$ cat src/rtl/fault_campaign_ctrl_if.sv
// Handshake and status bundle between the campaign sequencer and its environment.
interface fault_campaign_ctrl_if;
    logic        start;
    logic        trig_in;
    logic        done_in;
    logic        soc_rstn;
    logic        inj_pulse;
    logic [4:0]  inj_bit;
    logic [2:0]  inj_reg_sel;
    logic        busy;
    logic        camp_done;
    logic [15:0] exp_idx;
    logic [15:0] cnt_inj;
    logic [15:0] cnt_ok;
    logic [15:0] cnt_broken;

    // Sequencer side: drives target reset, injection strobe and campaign status.
    modport master (
        input  start, trig_in, done_in,
        output soc_rstn, inj_pulse, inj_bit, inj_reg_sel,
        output busy, camp_done, exp_idx, cnt_inj, cnt_ok, cnt_broken
    );

    // Host/target side: pulses start, reports AES running/finished, observes results.
    modport slave (
        output start, trig_in, done_in,
        input  soc_rstn, inj_pulse, inj_bit, inj_reg_sel,
        input  busy, camp_done, exp_idx, cnt_inj, cnt_ok, cnt_broken
    );
endinterface

$ cat src/rtl/fault_campaign_ctrl.sv
// Fault-injection campaign sequencer: per experiment it resets the target, waits for
// the AES-running flag, optionally injects after an LFSR-drawn delay, and records the outcome.
module fault_campaign_ctrl #(
    parameter int unsigned NEXP      = 10,
    parameter int unsigned FR        = 70,
    parameter int unsigned TIMEOUT   = 32'h0000_C000,
    parameter int unsigned DELAY_MIN = 900,
    parameter logic [31:0] SEED      = 32'hACE1_0001
) (
    input  logic                  clk,
    input  logic                  rst,
    fault_campaign_ctrl_if.master bus
);

    // Injection threshold on a 7-bit draw: FR=100 gives 128 (always), FR=0 gives 0 (never).
    localparam int unsigned INJ_THR   = (FR * 128) / 100;
    localparam logic [31:0] LFSR_TAPS = 32'h8020_0003;   // x^32+x^22+x^2+x+1
    localparam logic [15:0] LAST_IDX  = 16'(NEXP - 1);
    localparam logic [15:0] CNT_MAX   = 16'hFFFF;

    typedef enum logic [2:0] {
        S_IDLE,
        S_RST_HOLD,
        S_SETTLE,
        S_WAIT_TRIG,
        S_DELAY,
        S_WAIT_END,
        S_RECORD
    } state_e;

    state_e      state_q,     state_d;
    logic [1:0]  phase_q,     phase_d;
    logic [31:0] lfsr_q;
    logic [26:0] draw_q,      draw_d;
    logic [31:0] dly_q,       dly_d;
    logic [31:0] toc_q,       toc_d;
    logic        soc_rstn_q,  soc_rstn_d;
    logic        inj_pulse_q, inj_pulse_d;
    logic [4:0]  inj_bit_q,   inj_bit_d;
    logic [2:0]  inj_reg_q,   inj_reg_d;
    logic        busy_q,      busy_d;
    logic        camp_done_q, camp_done_d;
    logic [15:0] exp_idx_q,   exp_idx_d;
    logic [15:0] cnt_inj_q,   cnt_inj_d;
    logic [15:0] cnt_ok_q,    cnt_ok_d;
    logic [15:0] cnt_brk_q,   cnt_brk_d;

    logic        draw_inject_c;
    logic [31:0] draw_delay_c;
    logic [2:0]  draw_reg_c;
    logic        timeout_c;
    logic [31:0] toc_inc_c;
    logic        fire;
    logic        rec_ok;
    logic        rec_brk;

    function automatic logic [31:0] lfsr_step(input logic [31:0] l);
        return l[0] ? ((l >> 1) ^ LFSR_TAPS) : (l >> 1);
    endfunction

    function automatic logic [15:0] sat_inc(input logic [15:0] v);
        return (v == CNT_MAX) ? v : v + 16'd1;
    endfunction

    // Decode of the per-experiment draw latched on entry to WAIT_TRIG.
    assign draw_inject_c = (32'(draw_q[6:0]) < INJ_THR);
    assign draw_delay_c  = DELAY_MIN + 32'(draw_q[18:7]);
    assign draw_reg_c    = (draw_q[26:24] == 3'd7) ? 3'd0 : draw_q[26:24];
    assign timeout_c     = (toc_q >= TIMEOUT);
    assign toc_inc_c     = (toc_q == 32'hFFFF_FFFF) ? toc_q : toc_q + 32'd1;

    // Free-running LFSR: one step every cycle out of reset.
    always_ff @(posedge clk) begin
        if (rst) begin
            lfsr_q <= SEED;
        end else begin
            lfsr_q <= lfsr_step(lfsr_q);
        end
    end

    // State and registered outputs; reset aborts any campaign and clears all counters.
    always_ff @(posedge clk) begin
        if (rst) begin
            state_q     <= S_IDLE;
            phase_q     <= 2'd0;
            draw_q      <= 27'd0;
            dly_q       <= 32'd0;
            toc_q       <= 32'd0;
            soc_rstn_q  <= 1'b0;
            inj_pulse_q <= 1'b0;
            inj_bit_q   <= 5'd0;
            inj_reg_q   <= 3'd0;
            busy_q      <= 1'b0;
            camp_done_q <= 1'b0;
            exp_idx_q   <= 16'd0;
            cnt_inj_q   <= 16'd0;
            cnt_ok_q    <= 16'd0;
            cnt_brk_q   <= 16'd0;
        end else begin
            state_q     <= state_d;
            phase_q     <= phase_d;
            draw_q      <= draw_d;
            dly_q       <= dly_d;
            toc_q       <= toc_d;
            soc_rstn_q  <= soc_rstn_d;
            inj_pulse_q <= inj_pulse_d;
            inj_bit_q   <= inj_bit_d;
            inj_reg_q   <= inj_reg_d;
            busy_q      <= busy_d;
            camp_done_q <= camp_done_d;
            exp_idx_q   <= exp_idx_d;
            cnt_inj_q   <= cnt_inj_d;
            cnt_ok_q    <= cnt_ok_d;
            cnt_brk_q   <= cnt_brk_d;
        end
    end

    // Next-state and output logic; outcome counters update on the edge entering RECORD.
    always_comb begin
        state_d     = state_q;
        phase_d     = phase_q;
        draw_d      = draw_q;
        dly_d       = dly_q;
        toc_d       = toc_q;
        inj_pulse_d = 1'b0;
        inj_bit_d   = inj_bit_q;
        inj_reg_d   = inj_reg_q;
        busy_d      = busy_q;
        camp_done_d = 1'b0;
        exp_idx_d   = exp_idx_q;
        cnt_inj_d   = cnt_inj_q;
        cnt_ok_d    = cnt_ok_q;
        cnt_brk_d   = cnt_brk_q;
        fire        = 1'b0;
        rec_ok      = 1'b0;
        rec_brk     = 1'b0;

        unique case (state_q)
            S_IDLE: begin
                if (bus.start) begin
                    busy_d    = 1'b1;
                    exp_idx_d = 16'd0;
                    cnt_inj_d = 16'd0;
                    cnt_ok_d  = 16'd0;
                    cnt_brk_d = 16'd0;
                    phase_d   = 2'd0;
                    state_d   = S_RST_HOLD;
                end
            end
            S_RST_HOLD: begin
                if (phase_q == 2'd2) begin
                    phase_d = 2'd0;
                    state_d = S_SETTLE;
                end else begin
                    phase_d = phase_q + 2'd1;
                end
            end
            S_SETTLE: begin
                if (phase_q == 2'd1) begin
                    phase_d = 2'd0;
                    draw_d  = lfsr_q[26:0];
                    state_d = S_WAIT_TRIG;
                end else begin
                    phase_d = phase_q + 2'd1;
                end
            end
            S_WAIT_TRIG: begin
                if (bus.trig_in) begin
                    // toc counts cycles since the trigger cycle; it reads 1 one cycle later.
                    toc_d = 32'd1;
                    if (!draw_inject_c) begin
                        state_d = S_WAIT_END;
                    end else if (draw_delay_c == 32'd0) begin
                        fire    = 1'b1;
                        state_d = S_WAIT_END;
                    end else begin
                        dly_d   = draw_delay_c;
                        state_d = S_DELAY;
                    end
                end
            end
            S_DELAY: begin
                toc_d = toc_inc_c;
                if (bus.done_in) begin
                    rec_ok = 1'b1;
                end else if (timeout_c) begin
                    rec_brk = 1'b1;
                end else if (dly_q == 32'd1) begin
                    fire    = 1'b1;
                    state_d = S_WAIT_END;
                end else begin
                    dly_d = dly_q - 32'd1;
                end
            end
            S_WAIT_END: begin
                toc_d = toc_inc_c;
                if (bus.done_in) begin
                    rec_ok = 1'b1;
                end else if (timeout_c) begin
                    rec_brk = 1'b1;
                end
            end
            S_RECORD: begin
                if (exp_idx_q == LAST_IDX) begin
                    camp_done_d = 1'b1;
                    busy_d      = 1'b0;
                    state_d     = S_IDLE;
                end else begin
                    exp_idx_d = exp_idx_q + 16'd1;
                    phase_d   = 2'd0;
                    state_d   = S_RST_HOLD;
                end
            end
            default: begin
                state_d = S_IDLE;
            end
        endcase

        if (fire) begin
            inj_pulse_d = 1'b1;
            inj_bit_d   = draw_q[23:19];
            inj_reg_d   = draw_reg_c;
            cnt_inj_d   = sat_inc(cnt_inj_q);
        end
        if (rec_ok) begin
            cnt_ok_d = sat_inc(cnt_ok_q);
            state_d  = S_RECORD;
        end
        if (rec_brk) begin
            cnt_brk_d = sat_inc(cnt_brk_q);
            state_d   = S_RECORD;
        end
    end

    // Target is held in reset exactly while the FSM sits in RST_HOLD.
    assign soc_rstn_d = (state_d != S_RST_HOLD);

    assign bus.soc_rstn    = soc_rstn_q;
    assign bus.inj_pulse   = inj_pulse_q;
    assign bus.inj_bit     = inj_bit_q;
    assign bus.inj_reg_sel = inj_reg_q;
    assign bus.busy        = busy_q;
    assign bus.camp_done   = camp_done_q;
    assign bus.exp_idx     = exp_idx_q;
    assign bus.cnt_inj     = cnt_inj_q;
    assign bus.cnt_ok      = cnt_ok_q;
    assign bus.cnt_broken  = cnt_brk_q;

endmodule
$ cat src/flat_wrapper.sv
// flat-port wrapper written by rule: the top's interface ports become plain ports
module fault_campaign_ctrl_flat 
#(
    parameter int unsigned NEXP      = 10,
    parameter int unsigned FR        = 70,
    parameter int unsigned TIMEOUT   = 32'h0000_C000,
    parameter int unsigned DELAY_MIN = 900,
    parameter logic [31:0] SEED      = 32'hACE1_0001
)
  (clk, rst, bus_start, bus_trig_in, bus_done_in, bus_soc_rstn, bus_inj_pulse, bus_inj_bit, bus_inj_reg_sel, bus_busy, bus_camp_done, bus_exp_idx, bus_cnt_inj, bus_cnt_ok, bus_cnt_broken);
  fault_campaign_ctrl_if bus_i ();
  input  logic clk;
  input  logic rst;
  input wire logic [$bits(bus_i.start)-1:0] bus_start;
  input wire logic [$bits(bus_i.trig_in)-1:0] bus_trig_in;
  input wire logic [$bits(bus_i.done_in)-1:0] bus_done_in;
  output wire logic [$bits(bus_i.soc_rstn)-1:0] bus_soc_rstn;
  output wire logic [$bits(bus_i.inj_pulse)-1:0] bus_inj_pulse;
  output wire logic [$bits(bus_i.inj_bit)-1:0] bus_inj_bit;
  output wire logic [$bits(bus_i.inj_reg_sel)-1:0] bus_inj_reg_sel;
  output wire logic [$bits(bus_i.busy)-1:0] bus_busy;
  output wire logic [$bits(bus_i.camp_done)-1:0] bus_camp_done;
  output wire logic [$bits(bus_i.exp_idx)-1:0] bus_exp_idx;
  output wire logic [$bits(bus_i.cnt_inj)-1:0] bus_cnt_inj;
  output wire logic [$bits(bus_i.cnt_ok)-1:0] bus_cnt_ok;
  output wire logic [$bits(bus_i.cnt_broken)-1:0] bus_cnt_broken;
  assign bus_i.start = bus_start;
  assign bus_i.trig_in = bus_trig_in;
  assign bus_i.done_in = bus_done_in;
  assign bus_soc_rstn = bus_i.soc_rstn;
  assign bus_inj_pulse = bus_i.inj_pulse;
  assign bus_inj_bit = bus_i.inj_bit;
  assign bus_inj_reg_sel = bus_i.inj_reg_sel;
  assign bus_busy = bus_i.busy;
  assign bus_camp_done = bus_i.camp_done;
  assign bus_exp_idx = bus_i.exp_idx;
  assign bus_cnt_inj = bus_i.cnt_inj;
  assign bus_cnt_ok = bus_i.cnt_ok;
  assign bus_cnt_broken = bus_i.cnt_broken;
  fault_campaign_ctrl #(.NEXP(NEXP), .FR(FR), .TIMEOUT(TIMEOUT), .DELAY_MIN(DELAY_MIN), .SEED(SEED)) u_core (.clk(clk), .rst(rst), .bus(bus_i));
endmodule
$ cat config.mk
export PLATFORM = sky130hd
export DESIGN_NAME = fault_campaign_ctrl_flat
export DESIGN_NICKNAME = d
export VERILOG_FILES = /design/src/rtl/fault_campaign_ctrl_if.sv /design/src/rtl/fault_campaign_ctrl.sv /design/src/flat_wrapper.sv
export SDC_FILE = /design/constraint.sdc
export NUM_CORES = 1
export LEC_CHECK = 0
export ABC_AREA = 1
export CORE_MARGIN = 2
export CORE_UTILIZATION = 59
export CTS_CLUSTER_SIZE = 28
export DETAILED_ROUTE_END_ITERATION = 7
export PLACE_DENSITY = 0.88
export SLEW_MARGIN = 20
export SYNTH_ARGS = -nofsm -noshare
export SYNTH_HDL_FRONTEND = slang
export SYNTH_SLANG_ARGS = --single-unit
$ cat constraint.sdc
create_clock -name clk -period 1.9 [get_ports clk]
set_input_delay 0.475 -clock clk [delete_from_list [all_inputs] [get_ports clk]]
set_output_delay 0.475 -clock clk [all_outputs]
set_load 0.02 [all_outputs]
==> reports/summary.txt, run 1 <==
Status: finished with violations
Failing checks: DRC, setup timing
Vias: 11800
GRT overflow: 0
Post-synthesis cell type count: 41
Cell with the most instances after synthesis: nand2_1
Antenna violations before repair: 0
RSZ-0062 raised after global routing: yes
Worst Path Required: 2.34 ns
Setup violations, final: 19
CORE AREA: 18100 um2
EDFF count, synth: 0
Leak: 6.02 nW
Worst slew pin tran: 0.565 ns
Clk sinks: 204
H-Tree Depth: 1
Clk root buf: clkbuf_16
Initial Util: 60.7%
Kind of critical path: reg2reg
Total Nets Final: 1886
TritonCTS clock tree: built
Clock Path Buffers: 3
Largest net degree at the start of global routing: 92
Vias/cell: 5.60
Post-DRT Antenna Nets: 0
Top cells by area, synth: dfxtp_1 (37%), nand2_1 (15%), nor2_1 (11%)
Yosys warnings: 0
Sequential area share after synthesis: 37.2%
Reg2reg start: u_core.dly_q[4]
Kind of end point of the critical path: flip-flop
Die H: 140 um
Residual DRC: 2
Slew Viols, Final: 0
Rel. slew slack: 62.0%
DR pass1 iterations: 8
Peak supply drop: 0.730 mV
Final WS setup: -0.0933 ns
Final hold vios: 0
Port Buffers: 80
CTS Hold Bufs: 0
Arrival time at the worst endpoint: 2.44 ns
Share of post-route cells with drive strength above 1: 12.3%
Clk Latency, worst-skew pair: 0.52 ns
Ant diodes: 0
Mapped Cells: 1727
Cell mode on critical path: nor2_1
Max incr delay on CP: 0.32 ns
DIE AREA: 19700 um2
Total track usage: 30.8%
Max-Cap Viols: 0
Synth Register Bits: 204
Hold_sp: u_core.lfsr_q[27]
Critical Path Fanout Max: 8
Post-synth top cells: nand2_1 (434), nor2_1 (330), dfxtp_1 (204), inv_1 (155), nand3_1 (138)
WL per Instance: 15.2 um
DR iter-0 viols: 958
Commonest register cell after synthesis: dfxtp_1
First element of the critical path: u_core.dly_q[4]
CP startpoint kind: flip-flop
IO Pins: 81
Vias in the first global route: 11000
Clock skew: 0.0181 ns
Clock transition at the registers of the reported paths: 0.06 ns
Gpl congestion: 0.934
Global-route wire length before repair: 51.2 mm
Crit-path slowest cell: dfxtp_1
Worst path bufs/invs: 0
Top cell type's share of synthesized area: 37.2%
Placed Cells: 2062
Cell Chain, Critical Path: nor2_1 > nand2_2 > nor2_1 > nand3_1 > nor2_2 > nand2_4 > a21oi_4 > nand2_1 > a21oi_1
Post-route insts no fill: 2114
Drt total wl: 32.1 mm
Power density cells: 726 nW/um2
TNS Setup: -0.613 ns
Num rows: 49
Fill cells: 1414
Worst min path class: reg2reg
Mean Syn Cell Area: 6.36 um2
Die width: 140 um
Max Clk Rate: 0.502 GHz
Period utilisation layout: 105%
Final min period: 1.99 ns
Largest area contributor in the netlist: dfxtp_1
Top delay family on crit path: simple AND/OR/NAND/NOR gates
Post-Syn Nets: 1743
Ys async rst share: 0%
Area grow syn2layout: 23.7%
Mapped Area: 11000 um2
DP HPWL: 21.7 mm
CTS Buf Count: 22
-- flip-flops by register name, indices dropped and copies added (netlist names) --
register and flops:
u_core.bus.soc_rstn 1, u_core.lfsr_q 32, u_core.bus.busy 1, u_core.bus.inj_bit 5, u_core.phase_q 2, u_core.bus.cnt_broken 16, u_core.bus.camp_done 1, u_core.toc_q 32
u_core.bus.cnt_ok 16, u_core.dly_q 32, u_core.bus.inj_reg_sel 3, u_core.bus.inj_pulse 1, u_core.state_q 3, u_core.bus.cnt_inj 16, u_core.draw_q 27, u_core.bus.exp_idx 16
-- layer usage --
layer | up-vias | global-route usage [%] | part of all wire, %
met3 | 95 | 3.86 | 6.7
met2 | 481 | 54.3 | 49
li1 | 5820 | - | -
met4 | 0 | 11.4 | 3.3
met1 | 5444 | 38.8 | 41
met5 | - | 0 | 0
-- per-stage QoR --
step	hold slack [ns]	power, mW	worst slack, ns	instance area [um2]	utilization [%]
after floorplan	0.388	4.97	0.00378	11000	-
final	0.407	9.86	-0.0933	13600	75.1
after global placement	0.392	5.21	-0.172	12500	69.1
after detailed placement	0.395	5.23	-0.240	12500	69.1
after global routing	0.427	10.1	-0.155	13600	75.1
after CTS	0.409	9.83	0.00127	13200	73.1
-- path summary, 6_finish.rpt --
path	slack, ns	cells past startpoint	to
worst max register to register	-0.09	9	u_core.bus.cnt_inj[8]
worst min register to register	0.41	1	u_core.lfsr_q[26]
worst max-delay path	-0.09	9	u_core.bus.cnt_inj[8]
worst min-delay path	0.41	1	u_core.lfsr_q[26]
-- logic make-up after synthesis --
logic type                 Yosys count  share of synthesized area, %
xor gates and xnor gates            50                          3.99
DFF                                204                          37.2
adders and majority gates           11                          1.25
buffers and inverters              221                          8.07
AOI/OAI and AO/OA                  235                          11.2
and+or+nand+nor                   1006                          38.3
-- report_power, final --
group          internal [mW]  total, mW  switching, mW
clock                   2.86       4.68           1.82
combinational          0.289      0.792          0.504
sequential              4.34       4.39         0.0500
-- timing repair --
item | 4_1_cts | 5_1_grt
hold endpoints to repair | 0 | 0
setup endpoints to repair | 87 | 122
gates cloned | 0 | 2
pin swaps | 1 | 18
buffers inserted | 1 | 10
gates resized for setup | 79 | 72
-- layout by cell type (no fill, tap or decap), drive strengths merged, types with 6 or more instances in the layout --
master	instances
nand2	441
nor2	334
dfxtp	204
inv	167
nand3	139
a21oi	138
buf	93
o21ai	82
dlygate4sd2	75
nor3	47
xor2	42
clkbuf	30
nand4	22
or2	15
ha	11
xnor2	8
clkinv	6
-- final cells by class --
type	count	area, um2	area share [%]
flip-flops and latches	204	4110	30.3
multi-input cells	1302	6230	45.8
clock buffers	29	627	4.62
repair buffers	173	1540	11.3
well taps	229	287	2.11
clock inverters	10	161	1.19
inverters	167	627	4.62
Power figures use the tool's default switching activity.
==> run 2, diff against run 1 <==
--- a/config.mk
+++ b/config.mk
@@ -9,5 +9,5 @@
 export CORE_MARGIN = 2
 export CORE_UTILIZATION = 59
-export CTS_CLUSTER_SIZE = 28
+export CTS_CLUSTER_SIZE = 16
 export DETAILED_ROUTE_END_ITERATION = 7
 export PLACE_DENSITY = 0.88
==> constraint.sdc (replaced) <==
create_clock -name clk -period 2.26 [get_ports clk]
set_input_delay 0.339 -clock clk [delete_from_list [all_inputs] [get_ports clk]]
set_output_delay 0.339 -clock clk [all_outputs]
set_load 0.02 [all_outputs]
==> run 2 against run 1 <==
The flow now finishes without violations. Combinational power fell by 29%. Clock skew fell by 0.0095 ns. Setup slack improved by 0.32 ns. Critical endpoint is now u_core.toc_q[29]. Highest routed layer unchanged.
==> reports/summary.txt, run 2 (synthesized netlist as in run 1, its figures left out) <==
Die width: 140 um
Final core utilization: 71.0%
Most common cell after layout, fill and taps aside: nand2_1
Post-DRT Antenna Nets: 0
Met2 Track Usage GR: 50.7%
Final Cell Area: 12800 um2
Placed Cells: 2008
Total track usage: 28.7%
Hold_sp: rst
Global-route wire length before repair: 48.4 mm
CTS Buf Count: 22
Hold path depth: 4
Final hold vios: 0
Clk sinks: 204
Vias: 11300
Drt total wl: 28.3 mm
Residual DRC: 0
Worst min path class: in2reg
Period utilisation layout: 90.2%
Worst Reg-to-Reg Cells: 9
H-Tree Depth: 1
Share of post-route cells with drive strength above 1: 6.32%
Clk Latency, worst-skew pair: 0.51 ns
Rel. slew slack: 57.0%
Clock Path Buffers: 3
Total Nets Final: 1819
Clock transition at the registers of the reported paths: 0.06 ns
Arrival time at the worst endpoint: 2.41 ns
Kind of end point of the critical path: flip-flop
Peak supply drop: 0.513 mV
M1 GR Usage: 36.8%
Vias in the first global route: 10500
Most frequent cells in the layout: nand2_1 (432), nor2_1 (329), dfxtp_1 (204)
Num rows: 49
Power density cells: 641 nW/um2
Antenna violations before repair: 0
Kind of critical path: reg2reg
CORE AREA: 18100 um2
TNS Setup: 0 ns
Clock skew: 0.00864 ns
Max Clk Rate: 0.491 GHz
Post-route insts no fill: 2048
Biggest registers after layout: u_core.dly_q (32), u_core.lfsr_q (32), u_core.toc_q (32)
Ant diodes: 0
Largest net degree at the start of global routing: 133
Slew Viols, Final: 0
Worst slew pin tran: 0.645 ns
Post-CTS Setup Repair Bufs: 0
Leak: 5.16 nW
RSZ-0062 raised after global routing: no
Area grow syn2layout: 16.9%
Hold Path End: u_core.bus.exp_idx[4]
Reg2reg start: u_core.toc_q[0]
Critical Path Fanout Max: 31
Flop2flop setup slack: 0.22 ns
CP startpoint kind: flip-flop
DR pass1 iterations: 6
Max-Cap Viols: 0
TritonCTS clock tree: built
Clk root buf: clkbuf_16
Die H: 140 um
Status: completed
Initial Util: 60.7%
Port Buffers: 80
Setup violations, final: 0
Vias/cell: 5.49
DIE AREA: 19700 um2
IO Pins: 81
GR Layer Usage met3: 4.17%
R2R Path End: u_core.toc_q[29]
Final min period: 2.04 ns
WL per Instance: 13.8 um
Area after DPL: 12000 um2
DP HPWL: 20.0 mm
Gpl congestion: 0.979
Most used routing layer: met2
DR iter-0 viols: 902
GRT overflow: 0
Worst Path Required: 2.63 ns
run 2: changes by cell type in the layout (fill, tap and decap cells not counted), sizes merged:
cell | previous run | this run
clkbuf | 30 | 27
buf | 93 | 27
clkdlybuf4s50 | 3 | 79
dlygate4sd2 | 75 | 0
bufinv | 4 | 5
clkinvlp | 0 | 2
dlymetal6s2s | 1 | 0
run 2: timing repair:
action | 4_1_cts | 5_1_grt
setup endpoints to repair | 0 | 12
resized for setup | 0 | 3
hold buffers | 0 | 0
run 2: worst max-delay path, cell delays in order (launching register included):
cell and delay [ns]:
dfxtp_1 0.43, ha_1 0.23, nand2_1 0.10, nor3_1 0.20
nand3_1 0.19, o21ai_2 0.16, buf_4 0.33, nor2_1 0.10
nor2_1 0.10, nor2_1 0.04
run 2: layout make-up:
cell class	instances	area, um2
multi-input combinational	1302	6020
fill	1489	5250
sequential	204	4080
timing repair buffer	106	1020
inverter	167	627
clock buffer	27	601
tap	229	287
clock inverter	13	195
run 2: how the worst max path moves through the flow:
stage,slack (ns),startpoint,endpoint,cells after the start
floorplan,0.33,u_core.bus.cnt_inj[0],u_core.bus.cnt_inj[10],10
global placement,0.14,bus_done_in,u_core.bus.cnt_inj[2],11
detailed placement,0.05,bus_start,u_core.bus.cnt_inj[5],9
CTS,0.10,u_core.bus.cnt_broken[1],u_core.bus.cnt_broken[13],11
global route,0.001,u_core.toc_q[0],u_core.toc_q[19],9
finish,0.22,u_core.toc_q[0],u_core.toc_q[29],9
run 2: report_power, final:
part / switching, mW / internal [mW] / total [mW]
Combinational: 0.385 / 0.178 / 0.563
Clock: 1.50 / 2.46 / 3.97
Sequential: 0.0445 / 3.65 / 3.69
run 2: through the flow:
step | power [mW] | setup slack [ns] | hold WS [ns]
final | 8.22 | 0.222 | 0.313
after global routing | 8.50 | 0.00136 | 0.343
after CTS | 8.26 | 0.102 | 0.304
after detailed placement | 4.32 | 0.0500 | 0.397
after global placement | 4.30 | 0.135 | 0.391
after floorplan | 4.18 | 0.328 | 0.388
run 2: routing by layer:
metal  share of wire [%]  routed length, um
met5                   0                  0
met4                 2.2                628
met3                 5.6               1580
met2                  48              13600
met1                  44              12500
